### src/rtl/cpumc_arb_if.sv
// Shared cpumc bus bundle: CPU, HCI and DMA requester inputs plus the arbitrated outputs.
// The arbiter connects through the slave modport; the requesters drive the master side.
interface cpumc_arb_if;
  logic [15:0] cpu_a_in;
  logic        cpu_r_nw_in;
  logic [7:0]  cpu_d_in;
  logic        cpu_rdy_out;

  logic        hci_req_in;
  logic        hci_gnt_out;
  logic [15:0] hci_a_in;
  logic        hci_r_nw_in;
  logic [7:0]  hci_d_in;

  logic        dma_req_in;
  logic        dma_gnt_out;
  logic [15:0] dma_a_in;
  logic        dma_r_nw_in;
  logic [7:0]  dma_d_in;

  logic [15:0] mc_a_out;
  logic        mc_r_nw_out;
  logic [7:0]  mc_d_out;
  logic [1:0]  owner_out;

  modport slave (
    input  cpu_a_in, cpu_r_nw_in, cpu_d_in,
    input  hci_req_in, hci_a_in, hci_r_nw_in, hci_d_in,
    input  dma_req_in, dma_a_in, dma_r_nw_in, dma_d_in,
    output cpu_rdy_out, hci_gnt_out, dma_gnt_out,
    output mc_a_out, mc_r_nw_out, mc_d_out, owner_out
  );

  modport master (
    output cpu_a_in, cpu_r_nw_in, cpu_d_in,
    output hci_req_in, hci_a_in, hci_r_nw_in, hci_d_in,
    output dma_req_in, dma_a_in, dma_r_nw_in, dma_d_in,
    input  cpu_rdy_out, hci_gnt_out, dma_gnt_out,
    input  mc_a_out, mc_r_nw_out, mc_d_out, owner_out
  );
endinterface

### src/rtl/cpumc_arb.sv
// Fixed-priority (HCI > DMA > CPU) owner arbiter for the shared cpumc bus, with idle
// turnaround cycles on every ownership change and a bounded DMA burst length.
module cpumc_arb #(
  parameter int TURN_CYCLES   = 1,
  parameter int DMA_MAX_BURST = 256
) (
  input  logic        clk_in,
  input  logic        rst_in,
  cpumc_arb_if.slave  bus
);

  typedef enum logic [1:0] {
    ST_CPU  = 2'd0,
    ST_HCI  = 2'd1,
    ST_DMA  = 2'd2,
    ST_TURN = 2'd3
  } state_t;

  localparam logic [3:0] TURN_LAST  = 4'(TURN_CYCLES - 1);
  localparam logic [8:0] BURST_LAST = 9'(DMA_MAX_BURST - 1);

  state_t      state, state_next;
  state_t      target, target_next;
  logic [3:0]  turn_cnt, turn_cnt_next;
  logic [8:0]  burst_cnt, burst_cnt_next;
  logic [15:0] hold_addr;
  logic        hci_gnt, dma_gnt;

  logic [15:0] mc_a;
  logic        mc_r_nw;
  logic [7:0]  mc_d;

  always_comb begin
    state_next     = state;
    target_next    = target;
    turn_cnt_next  = turn_cnt;
    burst_cnt_next = burst_cnt;
    unique case (state)
      ST_CPU: begin
        if (bus.hci_req_in) begin
          state_next    = ST_TURN;
          target_next   = ST_HCI;
          turn_cnt_next = 4'd0;
        end else if (bus.dma_req_in) begin
          state_next    = ST_TURN;
          target_next   = ST_DMA;
          turn_cnt_next = 4'd0;
        end
      end
      ST_TURN: begin
        if (turn_cnt == TURN_LAST) begin
          turn_cnt_next = 4'd0;
          // A target whose request vanished during turnaround falls straight back to the CPU.
          if (target == ST_HCI && bus.hci_req_in) begin
            state_next = ST_HCI;
          end else if (target == ST_DMA && bus.dma_req_in) begin
            state_next     = ST_DMA;
            burst_cnt_next = 9'd0;
          end else begin
            state_next = ST_CPU;
          end
        end else begin
          turn_cnt_next = turn_cnt + 4'd1;
        end
      end
      ST_HCI: begin
        if (!bus.hci_req_in) begin
          state_next    = ST_TURN;
          target_next   = bus.dma_req_in ? ST_DMA : ST_CPU;
          turn_cnt_next = 4'd0;
        end
      end
      ST_DMA: begin
        if (!bus.dma_req_in) begin
          state_next    = ST_TURN;
          target_next   = bus.hci_req_in ? ST_HCI : ST_CPU;
          turn_cnt_next = 4'd0;
        end else if (burst_cnt == BURST_LAST) begin
          if (bus.hci_req_in) begin
            state_next    = ST_TURN;
            target_next   = ST_HCI;
            turn_cnt_next = 4'd0;
          end else begin
            burst_cnt_next = 9'd0;
          end
        end else begin
          burst_cnt_next = burst_cnt + 9'd1;
        end
      end
      default: state_next = ST_CPU;
    endcase
  end

  always_ff @(posedge clk_in) begin
    if (rst_in) begin
      state     <= ST_CPU;
      target    <= ST_CPU;
      turn_cnt  <= 4'd0;
      burst_cnt <= 9'd0;
      hold_addr <= 16'h0000;
      hci_gnt   <= 1'b0;
      dma_gnt   <= 1'b0;
    end else begin
      state     <= state_next;
      target    <= target_next;
      turn_cnt  <= turn_cnt_next;
      burst_cnt <= burst_cnt_next;
      hci_gnt   <= (state_next == ST_HCI);
      dma_gnt   <= (state_next == ST_DMA);
      // Freeze the address seen just before turnaround so the bus stays quiet during it.
      if (state != ST_TURN) hold_addr <= mc_a;
    end
  end

  always_comb begin
    mc_a    = bus.cpu_a_in;
    mc_r_nw = bus.cpu_r_nw_in;
    mc_d    = bus.cpu_d_in;
    unique case (state)
      ST_CPU: begin
        mc_a    = bus.cpu_a_in;
        mc_r_nw = bus.cpu_r_nw_in;
        mc_d    = bus.cpu_d_in;
      end
      ST_HCI: begin
        mc_a    = bus.hci_a_in;
        mc_r_nw = bus.hci_r_nw_in;
        mc_d    = bus.hci_d_in;
      end
      ST_DMA: begin
        mc_a    = bus.dma_a_in;
        mc_r_nw = bus.dma_r_nw_in;
        mc_d    = bus.dma_d_in;
      end
      ST_TURN: begin
        mc_a    = hold_addr;
        mc_r_nw = 1'b1;
        mc_d    = 8'h00;
      end
      default: ;
    endcase
  end

  assign bus.mc_a_out    = mc_a;
  assign bus.mc_r_nw_out = mc_r_nw;
  assign bus.mc_d_out    = mc_d;
  assign bus.owner_out   = state;
  assign bus.hci_gnt_out = hci_gnt;
  assign bus.dma_gnt_out = dma_gnt;
  assign bus.cpu_rdy_out = (state == ST_CPU) && !bus.hci_req_in && !bus.dma_req_in;

endmodule

### src/flat_wrapper.sv
// flat-port wrapper written by rule: the top's interface ports become plain ports
module cpumc_arb_flat 
#(
  parameter int TURN_CYCLES   = 1,
  parameter int DMA_MAX_BURST = 256
)
  (clk_in, rst_in, bus_cpu_a_in, bus_cpu_r_nw_in, bus_cpu_d_in, bus_hci_req_in, bus_hci_a_in, bus_hci_r_nw_in, bus_hci_d_in, bus_dma_req_in, bus_dma_a_in, bus_dma_r_nw_in, bus_dma_d_in, bus_cpu_rdy_out, bus_hci_gnt_out, bus_dma_gnt_out, bus_mc_a_out, bus_mc_r_nw_out, bus_mc_d_out, bus_owner_out);
  cpumc_arb_if bus_i ();
  input  logic clk_in;
  input  logic rst_in;
  input wire logic [$bits(bus_i.cpu_a_in)-1:0] bus_cpu_a_in;
  input wire logic [$bits(bus_i.cpu_r_nw_in)-1:0] bus_cpu_r_nw_in;
  input wire logic [$bits(bus_i.cpu_d_in)-1:0] bus_cpu_d_in;
  input wire logic [$bits(bus_i.hci_req_in)-1:0] bus_hci_req_in;
  input wire logic [$bits(bus_i.hci_a_in)-1:0] bus_hci_a_in;
  input wire logic [$bits(bus_i.hci_r_nw_in)-1:0] bus_hci_r_nw_in;
  input wire logic [$bits(bus_i.hci_d_in)-1:0] bus_hci_d_in;
  input wire logic [$bits(bus_i.dma_req_in)-1:0] bus_dma_req_in;
  input wire logic [$bits(bus_i.dma_a_in)-1:0] bus_dma_a_in;
  input wire logic [$bits(bus_i.dma_r_nw_in)-1:0] bus_dma_r_nw_in;
  input wire logic [$bits(bus_i.dma_d_in)-1:0] bus_dma_d_in;
  output wire logic [$bits(bus_i.cpu_rdy_out)-1:0] bus_cpu_rdy_out;
  output wire logic [$bits(bus_i.hci_gnt_out)-1:0] bus_hci_gnt_out;
  output wire logic [$bits(bus_i.dma_gnt_out)-1:0] bus_dma_gnt_out;
  output wire logic [$bits(bus_i.mc_a_out)-1:0] bus_mc_a_out;
  output wire logic [$bits(bus_i.mc_r_nw_out)-1:0] bus_mc_r_nw_out;
  output wire logic [$bits(bus_i.mc_d_out)-1:0] bus_mc_d_out;
  output wire logic [$bits(bus_i.owner_out)-1:0] bus_owner_out;
  assign bus_i.cpu_a_in = bus_cpu_a_in;
  assign bus_i.cpu_r_nw_in = bus_cpu_r_nw_in;
  assign bus_i.cpu_d_in = bus_cpu_d_in;
  assign bus_i.hci_req_in = bus_hci_req_in;
  assign bus_i.hci_a_in = bus_hci_a_in;
  assign bus_i.hci_r_nw_in = bus_hci_r_nw_in;
  assign bus_i.hci_d_in = bus_hci_d_in;
  assign bus_i.dma_req_in = bus_dma_req_in;
  assign bus_i.dma_a_in = bus_dma_a_in;
  assign bus_i.dma_r_nw_in = bus_dma_r_nw_in;
  assign bus_i.dma_d_in = bus_dma_d_in;
  assign bus_cpu_rdy_out = bus_i.cpu_rdy_out;
  assign bus_hci_gnt_out = bus_i.hci_gnt_out;
  assign bus_dma_gnt_out = bus_i.dma_gnt_out;
  assign bus_mc_a_out = bus_i.mc_a_out;
  assign bus_mc_r_nw_out = bus_i.mc_r_nw_out;
  assign bus_mc_d_out = bus_i.mc_d_out;
  assign bus_owner_out = bus_i.owner_out;
  cpumc_arb #(.TURN_CYCLES(TURN_CYCLES), .DMA_MAX_BURST(DMA_MAX_BURST)) u_core (.clk_in(clk_in), .rst_in(rst_in), .bus(bus_i));
endmodule
### config.mk
export PLATFORM = sky130hd
export DESIGN_NAME = cpumc_arb_flat
export DESIGN_NICKNAME = d
export VERILOG_FILES = /design/src/rtl/cpumc_arb_if.sv /design/src/rtl/cpumc_arb.sv /design/src/flat_wrapper.sv
export SDC_FILE = /design/constraint.sdc
export NUM_CORES = 1
export LEC_CHECK = 0
export CAP_MARGIN = 10
export CORE_MARGIN = 8
export CORE_UTILIZATION = 29
export CTS_CLUSTER_DIAMETER = 80
export DETAILED_ROUTE_END_ITERATION = 12
export GPL_ROUTABILITY_DRIVEN = 0
export HOLD_SLACK_MARGIN = 0.05
export PLACE_DENSITY = 0.6
export SLEW_MARGIN = 20
export SYNTH_ARGS = -nofsm -noshare
export SYNTH_HDL_FRONTEND = slang
export SYNTH_SLANG_ARGS = --single-unit
### constraint.sdc
create_clock -name clk_in -period 2.5 [get_ports clk_in]
set_clock_uncertainty 0.2 [all_clocks]
set_input_delay 0.625 -clock clk_in [delete_from_list [all_inputs] [get_ports clk_in]]
set_output_delay 0.625 -clock clk_in [all_outputs]
set_load 0.05 [all_outputs]
Word-level counts from Yosys, hierarchy flattened
Index checks and enable logic that the tools add are counted.
{ "classes": {"n_addsub": 2, "eq_ne": 18, "n_mux": 37, "n_reduce_logical": 13} }
{ "op_table": {"columns": ["operator", "n"], "rows": [
  ["$pmux W16 S4", 1],
  ["$mux W9", 6],
  ["$mux W2", 16],
  ["$pmux W8 S4", 1],
  ["$mux W4", 7],
  ["$pmux W9 S2", 1],
  ["$pmux W4 S4", 1],
  ["$add A9 B1 Y9 const B", 1],
  ["$eq A9 B8 Y1 const B", 1],
  ["$ne A3 B3 Y1 const B", 3],
  ["$eq A2 B2 Y1 const B", 4],
  ["$ne A2 B2 Y1 const B", 4],
  ["$pmux W2 S4", 1],
  ["$eq A2 B1 Y1 const B", 3],
  ["$pmux W2 S3", 1],
  ["$reduce_and A6 Y1", 1],
  ["$reduce_and A5 Y1", 1],
  ["$add A4 B1 Y4 const B", 1],
  ["$logic_and A1 B1 Y1", 4],
  ["$logic_not A4 Y1", 1],
  ["$ne A2 B1 Y1 const B", 2],
  ["$pmux W1 S4", 1],
  ["$reduce_and A4 Y1", 1],
  ["$ne A3 B2 Y1 const B", 1],
  ["other kinds (5)", 6]
]} }
{ "totals": {"ff_bits": 35, "in_bits": 79, "out_inout_bits": 30} }

Logic depth before layout (Yosys ltp)
Gate-level depths: netlist of the first run.
{ "depth": {"word_depth": 7, "ltp_mapped": 8, "ltp_nobuf": 6} }

Worst setup path after synthesis of the first run
No wires, ideal clock.
{ "synth_path": {"path_type": "reg-to-output", "startpoint": "register u_core.state[0] (netlist: u_core.bus.owner_out[0])", "endpoint": "output port bus_mc_d_out[5]", "arrival_time_ns": 2.891, "path_slack_ns": -1.216, "stages_incl_launch_ff": 7, "path_buffers": 3, "cell_sequence": "dfxtp_1 -> inv_1 -> ha_1 -> clkbuf_1 -> buf_1 -> clkbuf_1 -> o21ai_0"} }
{ "synth_between": {"elab_chain_cells": 2} }
{ "synth_rtl": {"columns": ["element", "line", "source"], "rows": [
  ["start: declaration", "cpumc_arb.sv:22", "state_t state, state_next;"],
  ["start signal: assignment", "cpumc_arb.sv:104", "state <= state_next;"],
  ["$eq A2 B2 Y1 (tied with other cells)", "cpumc_arb.sv:119", "unique case (state)"],
  ["$pmux W8 S4 *", "cpumc_arb.sv:119", null],
  ["end: declaration", "flat_wrapper.sv:27", "output wire logic [$bits(bus_i.mc_d_out)-1:0] bus_mc_d_out;"]
]} }
Every way passes the cells marked *; elsewhere a longest branch is shown, timed or not.

Worst setup path in the final report of the first run
{ "layout_path": {"startpoint": "register u_core.state[0] (netlist: u_core.bus.owner_out[0])", "endpoint": "output port bus_mc_a_out[4]"} }
{ "layout_between": {"elab_chain_cells": 2} }
{ "layout_rtl": {"columns": ["element", "line", "source"], "rows": [
  ["$eq A2 B2 Y1 (tied with other cells)", "cpumc_arb.sv:119", null],
  ["$pmux W16 S4 *", "cpumc_arb.sv:119", null],
  ["end: declaration", "flat_wrapper.sv:25", "output wire logic [$bits(bus_i.mc_a_out)-1:0] bus_mc_a_out;"]
]} }
Marked as above.

==> results.cfg, run 1 <==
[clock_network]
cts_tree = yes
clock_path_buffers = 2
cts_num_sinks = 35
ctsHtreeMaxLevel = 2
hold_buffers = 0
clkLatencyLatePin_ns = 0.29
cts.clk_slew.worst_paths_ns = 0.08
cts_made_buffers = 5
cts-root-buf = clkbuf_8

[timing]
tns_ns = -2.85
setup_ws_ns = -0.220
fin_crit_sh = 1.09
clock.fmax_ghz = 0.368
slew_headroom = 0.664
slew_violations = 0
finalSetupViolCount = 20
min_period_ns = 2.72
rsz0062_at_grt = yes
hold_viol = 0
worstMarginPinSlew_ns = 0.502

[global_route]
grtUsageTotal = 0.173
grt_pass1_vias = 2831
overflow = 0
antenna_found_initial = 0
grt_pass1_wl_mm = 15.6
grt_max_degree = 21

[die]
die_area_um2 = 11100
start_util = 0.299
core_area_um2 = 7730
row_count = 32
die_x_um = 105
io_pins = 109
die_h_um = 105

[hold_path]
hold_path.class = reg2reg

[power_and_ir_drop]
p_int_w = 0.00334
p_seq_frac = 0.135
power_density_nw_per_um2 = 1250
share_comb_of_total_power = 0.775
ir_worst_vdd_v = 0.000722
leakagePower_nw = 1.85
clkPwrFrac = 0.090
switching_share = 0.446
p_sw_w = 0.00269

[placed_design]
hpwl_mm = 6.85
io_buffers = 108
dp_cells = 528

[yosys]
ys_async_sr_fraction = 0
ys.flop_type = dfxtp_1
syn_area_per_cell_um2 = 7.75
synth_cell_types = 49
synth_edf_count = 0
yosysTopAreaCell = dfxtp_1
synth_top_cell_area_share = 0.303
ys_ff_latch = 35
synth_nets = 385
seq_area_frac_synth = 0.303
netlist_top_cells_area = dfxtp_1 (30%), a21oi_1 (7.2%), nand2_1 (7.0%), a222oi_1 (6.9%), mux2i_1 (6.9%)
synthesis.instances = 298
syn-cell-area_um2 = 2310
yosysWarnings = 0

[setup_path]
cp.arrival_ns = 1.90
startpoint = u_core.bus.owner_out[0]
rr_startpoint = u_core.bus.owner_out[0]
r2r_setup_slack_ns = 0.09
endpoint_kind = primary output
critPathCapture = bus_mc_a_out[4]
critPathLaunchType = register
critPathMaxFanout = 6
reg2reg_to = u_core.bus.dma_gnt_out
crit_required_ns = 1.67
reg2reg_depth = 8
path_class = reg2out

[route]
remaining_drc_errors = 0
drt_iter0_drc = 251
routed_via_density = 5.39
drt-wirelength-per-cell_um = 18.1
ant_nets = 0
drt_pass1_iterations = 6
num_vias = 2956
wl_mm = 9.94

[layout]
nets = 532
fin_cells = 548
layout-drive-gt1-share = 0.316
diodes = 0
syn_to_final_growth_pct = 108

[status]
status = finished with violations
violations = negative setup slack

[flow_run]
cap_viol_max_count = 0
through the flow:
stage | util | instance area [um^2] | power, W | setup slack, ns | hold WS, ns
after detailed placement | 0.572 | 4420 | 0.00515 | -0.129 | 0.255
after floorplan | - | 2680 | 0.00326 | -0.0760 | 0.232
after CTS | 0.614 | 4740 | 0.00599 | -0.209 | 0.266
after global routing | 0.622 | 4810 | 0.00629 | -0.300 | 0.298
final | 0.622 | 4810 | 0.00603 | -0.220 | 0.263
after global placement | 0.572 | 4420 | 0.00511 | -0.133 | 0.242
worst max-delay path, cell delays in order (launching register included):
cell      delay (ns)
dfxtp_4         0.41
inv_4           0.05
ha_4            0.20
buf_6           0.15
a222oi_1        0.46
mux2i_4         0.14
buf_12          0.18
what timing repair did:
action	CTS	global route
endpoints found under the setup margin	23	34
cloned	2	1
pin swaps	9	5
buffers inserted	8	2
hold endpoints to repair	0	0
resized for setup	19	9
logic make-up after synthesis:
| family | after synthesis | synth area share |
|---|---|---|
| buf+inv | 50 | 0.0850 |
| flops | 35 | 0.303 |
| compound gates | 99 | 0.296 |
| mux | 17 | 0.0742 |
| simple gates | 89 | 0.198 |
| fa+ha+maj | 8 | 0.0433 |
layout make-up:
class / instances / area, um^2
clock buffers: 6 / 82.6
clock inverters: 2 / 35.0
fillers: 643 / 2920
inverters: 25 / 98.8
multi-input cells: 214 / 1850
flip-flops and latches: 35 / 708
well taps: 102 / 128
repair buffers: 164 / 1910
metal layers:
layer / share of wire / vias to the layer above / track usage
met5: 0 / - / 0
met4: 0.017 / 0 / 0.0561
met3: 0.064 / 11 / 0.0414
met2: 0.48 / 119 / 0.276
met1: 0.44 / 1404 / 0.223
li1: - / 1422 / -
layout by cell type, fill, tap and decap left out, types with 4 or more instances in the layout:
cell type / instances
dfxtp_1: 33
ha_4: 4
inv_1: 23
or4_1: 8
a222oi_1: 16
buf_4: 45
buf_12: 33
a21oi_1: 32
nand3_1: 10
mux2i_4: 16
o21ai_0: 8
a22oi_2: 8
o21ai_4: 8
nand4_1: 5
nand2_1: 43
o31ai_1: 8
clkbuf_8: 6
ha_1: 4
clkdlybuf4s50_1: 80
flip-flops by register name (all words and copies together) (netlist names):
name                    cells
u_core.turn_cnt             4
u_core.target               2
u_core.hold_addr           16
u_core.bus.dma_gnt_out      1
u_core.bus.owner_out        2
u_core.bus.hci_gnt_out      1
u_core.burst_cnt            9
power by group through the flow:
| stage | logic [W] | clock network, W | registers (W) |
|---|---|---|---|
| 6_report | 0.00467 | 0.000544 | 0.000813 |
| 5_1_grt | 0.00488 | 0.000586 | 0.000829 |
| 4_1_cts | 0.00462 | 0.000561 | 0.000807 |
| 3_5_place_dp | 0.00434 | 0 | 0.000808 |
| 3_3_place_gp | 0.00431 | 0 | 0.000803 |
| 2_1_floorplan | 0.00239 | 0 | 0.000872 |
cells in the mapped netlist (2+ instances only):
cell type	instances
a31o_2	2
mux2i_1	16
nor2_1	3
a222oi_1	16
a21oi_1	33
o31ai_1	8
nor3b_1	2
o21ai_0	16
nand2_1	43
and3_1	2
or4_1	8
dfxtp_1	35
nand2b_1	2
and2_1	2
buf_2	3
ha_1	8
a22oi_1	8
a31oi_1	3
nand4_1	5
nor3_1	3
buf_1	4
nand3_1	10
inv_1	25
clkbuf_1	16
worst min-delay path by stage:
stage | from | slack, ns | endpoint | depth (start not counted)
2_1_floorplan | u_core.hold_addr[0] | 0.23 | u_core.hold_addr[0] | 2
3_3_place_gp | u_core.hold_addr[0] | 0.24 | u_core.hold_addr[0] | 2
3_5_place_dp | u_core.hold_addr[14] | 0.25 | u_core.hold_addr[14] | 2
4_1_cts | u_core.hold_addr[0] | 0.27 | u_core.hold_addr[0] | 2
5_1_grt | u_core.hold_addr[2] | 0.30 | u_core.hold_addr[2] | 2
6_report | u_core.hold_addr[0] | 0.26 | u_core.hold_addr[0] | 2
No activity file was read; power rests on OpenSTA's default activity.
==> inputs of run 2 (changes only) <==
ABC_AREA = 0   (was default)
SLEW_MARGIN = 10   (was 20)
==> results of run 2 <==
Same layout as run 1: the final DEF is identical, and so are final timing and power.
==> inputs of run 3 (changes only) <==
HOLD_SLACK_MARGIN = default   (was 0.05)
SETUP_SLACK_MARGIN = 0.2   (was default)
==> run 3 against run 2 <==
Effect of this change:
- largest power group unchanged
- via count grew 3.7%
- combinational power increased by 13%
- critical path depth stayed put
- count of clock-buffer cells in the layout is 1 higher
- maximum frequency rose by 1.5%
- non-clock buffer count rose by 36
- global-route usage grew 0.26 points
- the run still ends with negative setup slack left
- first-iteration DRC count decreased by 7.6%
- sequential cell count unchanged
- clock power shrank 25%
==> results.cfg, run 3 (synthesized netlist as in run 1, its figures left out) <==
[die]
core_area_um2 = 7730
die_h_um = 105
start_util = 0.299
die_area_um2 = 11100
row_count = 32
io_pins = 109
die_x_um = 105

[timing]
hold_viol = 0
min_period_ns = 2.68
tns_ns = -2.38
finalSetupViolCount = 21
worstMarginPinSlew_ns = 0.497
setup_ws_ns = -0.180
clock.fmax_ghz = 0.373
fin_crit_sh = 1.07
slew_headroom = 0.667
rsz0062_at_grt = yes
slew_violations = 0

[setup_path]
endpoint_kind = primary output
critPathLaunchType = register
cp.arrival_ns = 1.85
r2r_setup_slack_ns = 0.16
reg2reg_depth = 9
path_class = reg2out
critPathCapture = bus_mc_a_out[14]
slowest_stage = a222oi_1
max_stage_delay_ns = 0.41
crit_required_ns = 1.67
critPathMostFrequentCell = buf_12
reg2reg_to = u_core.burst_cnt[2]
critPathMaxFanout = 6
startpoint = u_core.bus.owner_out[0]
rr_startpoint = u_core.bus.owner_out[1]
cp_cell_sequence = buf_6 > ha_4 > buf_12 > a222oi_1 > mux2i_4 > buf_12

[route]
num_vias = 3066
routed_via_density = 5.24
remaining_drc_errors = 0
drt_pass1_iterations = 5
ant_nets = 0
drt-wirelength-per-cell_um = 18.4
wl_mm = 10.8
drt_iter0_drc = 232

[power_and_ir_drop]
ir_worst_vdd_v = 0.000603
total_power_w = 0.00649
power_density_nw_per_um2 = 1240
leakagePower_nw = 2.06

[status]
status = finished with violations
violations = negative setup slack

[layout]
largest_register_ffs = 16
final_common_cell = clkdlybuf4s50_1
top_register = u_core.hold_addr
syn_to_final_growth_pct = 127
seqCellArea_um2 = 708
top_regs = u_core.hold_addr (16), u_core.burst_cnt (9), u_core.turn_cnt (4)
multi_input_area_um2 = 1940
diodes = 0
design_area_um2 = 5240
nets = 569
layout_common_cells = clkdlybuf4s50_1 (78), buf_4 (64), nand2_1 (38)
nFillCells = 605
layout-drive-gt1-share = 0.408
fin_util = 0.679

[placed_design]
io_buffers = 108
hpwl_mm = 6.79
dpl_cell_area_um2 = 4460

[clock_network]
cts_tree = yes
cts_made_buffers = 5
clock_path_buffers = 2
ctsHtreeMaxLevel = 2
cts-root-buf = clkbuf_8
cts_num_sinks = 35
clkLatencyLatePin_ns = 0.29
cts.clk_slew.worst_paths_ns = 0.07

[global_route]
grt_pass1_wl_mm = 15.9
antenna_found_initial = 0
grt_max_degree = 23
grt_pass1_vias = 3011
overflow = 0
grtUsageTotal = 0.175

[hold_path]
hold_path.class = reg2reg

[flow_run]
cap_viol_max_count = 0
[run 3: cell count changes in the layout (fill, tap and decap cells not counted), sizes merged]
| cell | delta |
|---|---|
| buf | +34 |
| clkdlybuf4s50 | -2 |
| a31o | +1 |
| clkbuf | +3 |
| dlymetal6s2s | -2 |
| dlygate4sd2 | +2 |
| bufinv | -1 |
| clkdlybuf4s15 | +2 |
[run 3: how the worst min path moves through the flow]
stage                                     from                    to  depth (start not counted)
after floorplan            u_core.hold_addr[0]   u_core.hold_addr[0]                          2
after global placement     u_core.hold_addr[0]   u_core.hold_addr[0]                          2
after detailed placement  u_core.hold_addr[15]  u_core.hold_addr[15]                          2
after CTS                  u_core.hold_addr[0]   u_core.hold_addr[0]                          2
after global routing      u_core.hold_addr[14]  u_core.hold_addr[14]                          2
final                      u_core.hold_addr[0]   u_core.hold_addr[0]                          2
[run 3: through the flow]
stage	hold slack (ns)	std cells	worst slack (ns)
5_1_grt	0.283	585	-0.242
6_report	0.262	585	-0.180
4_1_cts	0.267	566	-0.169
3_3_place_gp	0.250	536	-0.118
3_5_place_dp	0.256	536	-0.141
2_1_floorplan	0.232	298	-0.0758
[run 3: critical path, delay by kind of cell, from the launching register on]
kind,cells,cell delay (ns)
AOI/OAI and AO/OA,1,0.41
adders and majority gates,1,0.20
DFF,1,0.37
muxes,1,0.14
buffers and inverters,3,0.45
[run 3: layout make-up]
| class | instances | share of cell area |
|---|---|---|
| timing repair buffer | 200 | 0.437 |
| multi-input combinational | 215 | 0.370 |
| clock inverter | 1 | 0.000954 |
| sequential | 35 | 0.135 |
| inverter | 25 | 0.0184 |
| clock buffer | 7 | 0.0146 |
| tap | 102 | 0.0243 |
[run 3: layer usage]
| metal | vias up | share of wire | track usage |
|---|---|---|---|
| met5 | - | 0 | 0 |
| met1 | 1465 | 0.40 | 0.204 |
| met4 | 0 | 0.011 | 0.0469 |
| li1 | 1500 | - | - |
| met2 | 92 | 0.54 | 0.316 |
| met3 | 9 | 0.054 | 0.0359 |
[run 3: power breakdown]
group          switching (W)  leakage (nW)  internal, W
clock network       0.000210        0.0422     0.000196
registers           0.000101         0.288     0.000700
logic                0.00251          1.73      0.00277
total                0.00282          2.06      0.00366
[run 3: timing repair]
item                                    CTS  global route
pin swaps                                19            41
endpoints found under the setup margin   36            36
hold buffers                              0             0
buffers inserted                         18            16
gates resized for setup                  37            35
gates cloned                              4             3
